<file path="config.mk">
export PLATFORM = sky130hd
export DESIGN_NAME = uart_tx_arbiter
export DESIGN_NICKNAME = d
export VERILOG_FILES = /design/src/rtl/uart_ctrl_pkg.sv /design/src/rtl/uart_rr_arbiter.sv /design/src/rtl/uart_tx_arbiter.sv
export SDC_FILE = /design/constraint.sdc
export NUM_CORES = 1
export LEC_CHECK = 0
export CAP_MARGIN = 40
export CORE_MARGIN = 2
export CORE_UTILIZATION = 44
export DETAILED_ROUTE_END_ITERATION = 8
export PLACE_DENSITY = 0.89
export SLEW_MARGIN = 20
export SYNTH_ARGS = -nofsm -noshare
export SYNTH_HDL_FRONTEND = slang
export SYNTH_SLANG_ARGS = --single-unit
</file>
<file path="constraint.sdc">
create_clock -name txclk -period 4.2 [get_ports txclk]
set_clock_uncertainty 0.2 [all_clocks]
set_input_delay 0.84 -clock txclk [delete_from_list [all_inputs] [get_ports txclk]]
set_output_delay 0.84 -clock txclk [all_outputs]
set_load 0.01 [all_outputs]
</file>
<file path="src/rtl/uart_ctrl_pkg.sv">
// Shared types and constants for the UART transmit arbitration slice.
package uart_ctrl_pkg;

    typedef enum logic [1:0] {
        ST_IDLE = 2'd0,
        ST_LOAD = 2'd1,
        ST_SEND = 2'd2,
        ST_GAP  = 2'd3
    } tx_state_e;

    localparam int UART_FRAME_BITS        = 10;
    localparam int UART_DATA_BITS         = 8;
    localparam int DEFAULT_GAP_CYCLES     = 1;
    localparam int DEFAULT_TIMEOUT_CYCLES = 16;

    function automatic int wrap_inc(input int idx, input int n);
        return ((idx + 32'sd1) >= n) ? 32'sd0 : (idx + 32'sd1);
    endfunction

endpackage

</file>
<file path="src/rtl/uart_rr_arbiter.sv">
// Round-robin winner select over a request vector; the pointer moves past the
// winner only when the caller reports an actual transfer.
module uart_rr_arbiter
    import uart_ctrl_pkg::*;
#(
    parameter  int NUM_REQ = 4,
    localparam int IDX_W   = $clog2(NUM_REQ)
) (
    input  logic               txclk,
    input  logic               reset,
    input  logic [NUM_REQ-1:0] req,
    input  logic               advance,
    output logic [IDX_W-1:0]   ptr,
    output logic [IDX_W-1:0]   winner,
    output logic               any_req
);

    logic [IDX_W-1:0]     ptr_q;
    logic [IDX_W-1:0]     ptr_d;
    logic [2*NUM_REQ-1:0] dbl_s;
    logic [NUM_REQ-1:0]   rot_s;
    logic [NUM_REQ-1:0]   lowest_s;
    int                   off_s;
    int                   sum_s;

    // Rotate requests so ptr sits at bit 0, isolate the lowest set bit, map back.
    always_comb begin
        dbl_s    = {req, req} >> ptr_q;
        rot_s    = dbl_s[NUM_REQ-1:0];
        lowest_s = rot_s & (~rot_s + {{(NUM_REQ-1){1'b0}}, 1'b1});
        off_s    = 32'sd0;
        for (int k = 0; k < NUM_REQ; k++) begin
            off_s = off_s | (lowest_s[k] ? k : 32'sd0);
        end
        sum_s   = int'(ptr_q) + off_s;
        winner  = IDX_W'((sum_s >= NUM_REQ) ? (sum_s - NUM_REQ) : sum_s);
        any_req = |req;
        ptr_d   = advance ? IDX_W'(wrap_inc(int'(winner), NUM_REQ)) : ptr_q;
    end

    // Priority pointer register.
    always_ff @(posedge txclk or posedge reset) begin
        if (reset) begin
            ptr_q <= '0;
        end else begin
            ptr_q <= ptr_d;
        end
    end

    assign ptr = ptr_q;

endmodule

</file>
<file path="src/rtl/uart_tx_arbiter.sv">
// Shares one UART serializer among NUM_REQ byte producers: round-robin grant,
// load strobe, gated shift enable, inter-frame gap and a per-frame watchdog.
module uart_tx_arbiter
    import uart_ctrl_pkg::*;
#(
    parameter  int NUM_REQ        = 4,
    parameter  int GAP_CYCLES     = DEFAULT_GAP_CYCLES,
    parameter  int TIMEOUT_CYCLES = DEFAULT_TIMEOUT_CYCLES,
    localparam int IDX_W          = $clog2(NUM_REQ)
) (
    input  logic                   txclk,
    input  logic                   reset,
    input  logic                   en,
    input  logic [NUM_REQ-1:0]     req_valid,
    input  logic [8*NUM_REQ-1:0]   req_data,
    output logic [NUM_REQ-1:0]     req_ready,
    output logic                   ld_tx_data,
    output logic [7:0]             tx_data,
    output logic                   tx_enable,
    input  logic                   tx_empty,
    output logic                   busy,
    output logic [IDX_W-1:0]       grant_id,
    output logic                   frame_done,
    output logic                   timeout_err,
    input  logic                   err_clr
);

    localparam int CNT_W = $clog2(TIMEOUT_CYCLES + GAP_CYCLES + 1);

    tx_state_e        state_q, state_d;
    logic [7:0]       tx_data_q, tx_data_d;
    logic [IDX_W-1:0] grant_id_q, grant_id_d;
    logic             ld_q, ld_d;
    logic             tx_enable_q, tx_enable_d;
    logic             frame_done_q, frame_done_d;
    logic             timeout_q, timeout_d;
    logic [CNT_W-1:0] cnt_q, cnt_d;

    logic             grant_ok_s;
    logic             set_timeout_s;
    logic [IDX_W-1:0] winner_s;
    logic [IDX_W-1:0] ptr_s;
    logic             any_req_s;

    uart_rr_arbiter #(
        .NUM_REQ (NUM_REQ)
    ) u_rr (
        .txclk   (txclk),
        .reset   (reset),
        .req     (req_valid),
        .advance (grant_ok_s),
        .ptr     (ptr_s),
        .winner  (winner_s),
        .any_req (any_req_s)
    );

    // Grant qualification and the one-hot ready toward the winning producer.
    always_comb begin
        grant_ok_s = (state_q == ST_IDLE) & en & tx_empty & ~timeout_q & any_req_s;
        if (grant_ok_s) begin
            req_ready = {{(NUM_REQ-1){1'b0}}, 1'b1} << winner_s;
        end else begin
            req_ready = '0;
        end
    end

    // Next-state and next-output computation for the frame sequencer.
    always_comb begin
        state_d       = state_q;
        tx_data_d     = tx_data_q;
        grant_id_d    = grant_id_q;
        ld_d          = 1'b0;
        tx_enable_d   = tx_enable_q;
        frame_done_d  = 1'b0;
        cnt_d         = cnt_q;
        set_timeout_s = 1'b0;
        case (state_q)
            ST_IDLE: begin
                tx_enable_d = 1'b0;
                if (grant_ok_s) begin
                    tx_data_d  = req_data[int'(winner_s)*8 +: 8];
                    grant_id_d = winner_s;
                    ld_d       = 1'b1;
                    state_d    = ST_LOAD;
                end else begin
                    state_d    = ST_IDLE;
                end
            end
            ST_LOAD: begin
                tx_enable_d = 1'b1;
                cnt_d       = '0;
                state_d     = ST_SEND;
            end
            ST_SEND: begin
                tx_enable_d = 1'b1;
                if (tx_empty) begin
                    tx_enable_d  = 1'b0;
                    frame_done_d = 1'b1;
                    cnt_d        = '0;
                    state_d      = ST_GAP;
                end else if (cnt_q == CNT_W'(TIMEOUT_CYCLES - 1)) begin
                    // Serializer never drained: abandon the frame without frame_done.
                    set_timeout_s = 1'b1;
                    tx_enable_d   = 1'b0;
                    cnt_d         = '0;
                    state_d       = ST_GAP;
                end else begin
                    cnt_d = cnt_q + {{(CNT_W-1){1'b0}}, 1'b1};
                end
            end
            ST_GAP: begin
                tx_enable_d = 1'b0;
                if (cnt_q == CNT_W'(GAP_CYCLES - 1)) begin
                    cnt_d   = '0;
                    state_d = ST_IDLE;
                end else begin
                    cnt_d = cnt_q + {{(CNT_W-1){1'b0}}, 1'b1};
                end
            end
            default: begin
                tx_enable_d = 1'b0;
                cnt_d       = '0;
                state_d     = ST_IDLE;
            end
        endcase

        // A new hang outranks a simultaneous clear.
        if (set_timeout_s) begin
            timeout_d = 1'b1;
        end else if (err_clr) begin
            timeout_d = 1'b0;
        end else begin
            timeout_d = timeout_q;
        end
    end

    // Sequencer state and registered outputs.
    always_ff @(posedge txclk or posedge reset) begin
        if (reset) begin
            state_q      <= ST_IDLE;
            tx_data_q    <= 8'h00;
            grant_id_q   <= '0;
            ld_q         <= 1'b0;
            tx_enable_q  <= 1'b0;
            frame_done_q <= 1'b0;
            timeout_q    <= 1'b0;
            cnt_q        <= '0;
        end else begin
            state_q      <= state_d;
            tx_data_q    <= tx_data_d;
            grant_id_q   <= grant_id_d;
            ld_q         <= ld_d;
            tx_enable_q  <= tx_enable_d;
            frame_done_q <= frame_done_d;
            timeout_q    <= timeout_d;
            cnt_q        <= cnt_d;
        end
    end

    assign ld_tx_data  = ld_q;
    assign tx_data     = tx_data_q;
    assign tx_enable   = tx_enable_q;
    assign frame_done  = frame_done_q;
    assign timeout_err = timeout_q;
    assign grant_id    = grant_id_q;
    assign busy        = (state_q != ST_IDLE);

endmodule

</file>
==> out/results.ini <==
[timing]
slew_violations=0
finalCritPeriodShare=0.9804
max_freq_ghz=0.2428
worst_pin_slew_ns=0.4007
slew_headroom=0.7293
setup_viol=0
post-route-min-period_ns=4.118
hold_violations=0

[detailed_routing]
drtIter0Drc=69
vias=1487
drt_wl_total_mm=3.950
drtAntennaViolNets=0
dr.pass1.iters=4
wl_per_cell_um=13.96
drc_errors=0
vias_per_cell=5.254

[worst_setup_path]
path_max_fanout=3
critPathSlowestCell=clkdlybuf4s50_1
critPathKind=primary input to primary output
cp-startpoint=req_valid[0]
worstPathCellList=clkdlybuf4s50_1 -> o21ai_1 -> a21oi_1 -> a21oi_1 -> a21oi_2 -> ha_2 -> xnor2_2 -> and4_1 -> or2_4 -> inv_2 -> ha_1 -> and2_1 -> clkdlybuf4s15_2
worst_path_largest_cell_delay_ns=0.51
cp-endpoint=req_ready[2]
worstReg2RegStart=state_q[0]
critPathRequiredTime_ns=3.16
arrival_ns=3.08
r2r-end=tx_data[4]
setup.worst_path.start_class=primary input
worst_r2r_path_depth=7
crit_path_end_kind=primary output
rrSetupSlack_ns=1.62
cp_common_cell=a21oi_1

[synthesis]
yosys_warnings=0
syn_area_um2=1567
synth_compound_area_frac=0.1494
synth-seq-cells=23
synth_top_family_by_area=simple AND/OR/NAND/NOR gates
syn_nets=220
synth_fa_ha_area_frac=0.07987
synthXorXnorAreaFrac=0.005591
synthArstFlopShare=1.000
synth_cells=169
synthMuxAreaShare=0.1094
synth-simple-area-share=0.2069
syn_avg_cell_area_um2=9.269
synth_cell_types=39
yosysSeqAreaShare=0.3674
synth_edf_count=0
synth-main-ff-cell=dfrtp_1

[job]
maxCapViolations=0

[placed_design]
gp_congestion=0.8420
hpwl_mm=2.960
portBuffers=59
dp_cells=277

[layout]
layout-drive-gt1-share=0.1435
area_growth_pct=48.88
fillCellCount=245
diodes=0
layout.nets=289
layoutNonFillerInstCount=283

[clock_tree]
insertion_delay_ns=0.31
clk_pin_slew_ns=0.14
cts_hold_buf=0
cts_tree=done
cts_buffer_depth=2
cts.sinks=23
cts-root-buf=clkbuf_4
htree_levels=1
cts_made_buffers=3

[grt]
antenna_found_initial=0
grt_pass1_wl_mm=6.223
grt_usage=0.1920
grt_pass1_vias=1386
overflow=0
grt_max_degree=32

[die]
num_rows=21
ios=60
die_h_um=63.67
die-area_um2=4053
core-area_um2=3390
die_x_um=63.67
start_util=0.4622

[power]
power_leakage_nw=1.069
finalPower_mw=1.299
irDropWorstVdd_mv=0.3615
powerDensity_nw_per_um2=556.8

[outcome]
status=finished, final reports clean

[worst_hold_path]
hold_path_class=flop to flop

## metrics by stage
| step | area, um2 | setup TNS (ns) | hold WS (ns) | util | worst slack (ns) |
|---|---|---|---|---|---|
| finish | 2332 | 0 | 0.3118 | 0.6881 | 0.08222 |
| global route | 2332 | -0.02758 | 0.3455 | 0.6881 | -0.02700 |
| CTS | 2302 | 0 | 0.3113 | 0.6792 | 0.002550 |
| detailed placement | 2257 | -1.231 | 0.2670 | 0.6659 | -0.3933 |
| global placement | 2230 | -1.047 | 0.2722 | 0.6578 | -0.3362 |
| floorplan | 1567 | 0 | 0.3114 | - | 0.4391 |
## cell usage in the layout (no fill, tap or decap), types with 9 or more instances in the layout
cell,n
inv_1,12
clkdlybuf4s50_1,52
nor4_1,9
ha_1,9
buf_4,14
dfrtp_1,23
nand2_1,15
nor2_1,14
o21ai_0,9
mux2i_1,16
## cells in the mapped netlist, types with 2 or more instances
| cell type | count | share of area |
|---|---|---|
| a21oi_1 | 5 | 0.016 |
| a221o_1 | 8 | 0.051 |
| and2_1 | 2 | 0.0080 |
| and3b_1 | 2 | 0.011 |
| buf_2 | 3 | 0.0096 |
| buf_6 | 4 | 0.029 |
| clkbuf_1 | 2 | 0.0048 |
| dfrtp_1 | 23 | 0.37 |
| ha_1 | 10 | 0.080 |
| inv_1 | 13 | 0.031 |
| mux2i_1 | 16 | 0.10 |
| nand2_1 | 15 | 0.036 |
| nand3_1 | 2 | 0.0064 |
| nor2_1 | 14 | 0.034 |
| nor2b_1 | 4 | 0.016 |
| nor3_1 | 3 | 0.0096 |
| nor3b_2 | 2 | 0.016 |
| nor4_1 | 9 | 0.036 |
| o21ai_0 | 10 | 0.032 |
| o21ai_1 | 3 | 0.0096 |
## per-layer routing
metal / wire length (um) / vias up / GRT usage
li1: - / 740 / -
met1: 1786 / 704 / 0.2573
met2: 2001 / 39 / 0.3184
met3: 107 / 4 / 0.02321
met4: 54 / 0 / 0.06793
met5: 0 / - / 0
## cell type report
type	count	area [um2]	share of cell area
Clock inverter	1	7.507	0.003219
Clock buffer	3	22.52	0.009657
Tap cell	46	57.56	0.02468
Multi-Input combinational cell	122	893.4	0.3830
Inverter	14	52.55	0.02253
Sequential cell	23	575.6	0.2468
Timing Repair Buffer	74	723.2	0.3101
## report_power, final
| part | internal, mW | leakage (nW) | switching, mW |
|---|---|---|---|
| Sequential | 0.296 | 0.298 | 0.0552 |
| Combinational | 0.433 | 0.757 | 0.406 |
| Clock | 0.0363 | 0.0139 | 0.0717 |
## critical path: cells and delay by family
| kind | cells | cell delay [ns] |
|---|---|---|
| simple gates | 3 | 0.52 |
| xor+xnor | 1 | 0.13 |
| buf+inv | 3 | 0.77 |
| compound gates | 4 | 0.45 |
| fa+ha+maj | 2 | 0.37 |
## repair_timing
item | CTS | global route
gates cloned | 0 | 0
setup endpoints to repair | 4 | 4
pin swaps | 1 | 2
resized for setup | 13 | 7
buffers inserted | 1 | 1
## logic make-up after synthesis
logic type / after synthesis
compound gates: 34
xor+xnor: 1
fa+ha+maj: 10
buf+inv: 24
flops: 23
mux: 17
simple gates: 60
## state kept, by name, indices dropped and copies added, names as in the netlist
| name | flops |
|---|---|
| cnt_q | 5 |
| frame_done | 1 |
| grant_id | 2 |
| ld_tx_data | 1 |
| state_q | 2 |
| timeout_err | 1 |
| tx_data | 8 |
| tx_enable | 1 |
| u_rr.ptr | 2 |
## worst min-delay path by stage
stage,from,slack [ns],depth (start not counted),endpoint
after floorplan,grant_id[0],0.31,2,grant_id[0]
after global placement,grant_id[0],0.27,2,grant_id[0]
after detailed placement,grant_id[0],0.27,2,grant_id[0]
after CTS,grant_id[0],0.31,2,grant_id[0]
after global routing,tx_data[1],0.35,1,tx_data[1]
final,grant_id[0],0.31,2,grant_id[0]
Note: power is estimated with default switching activity, not from simulation.
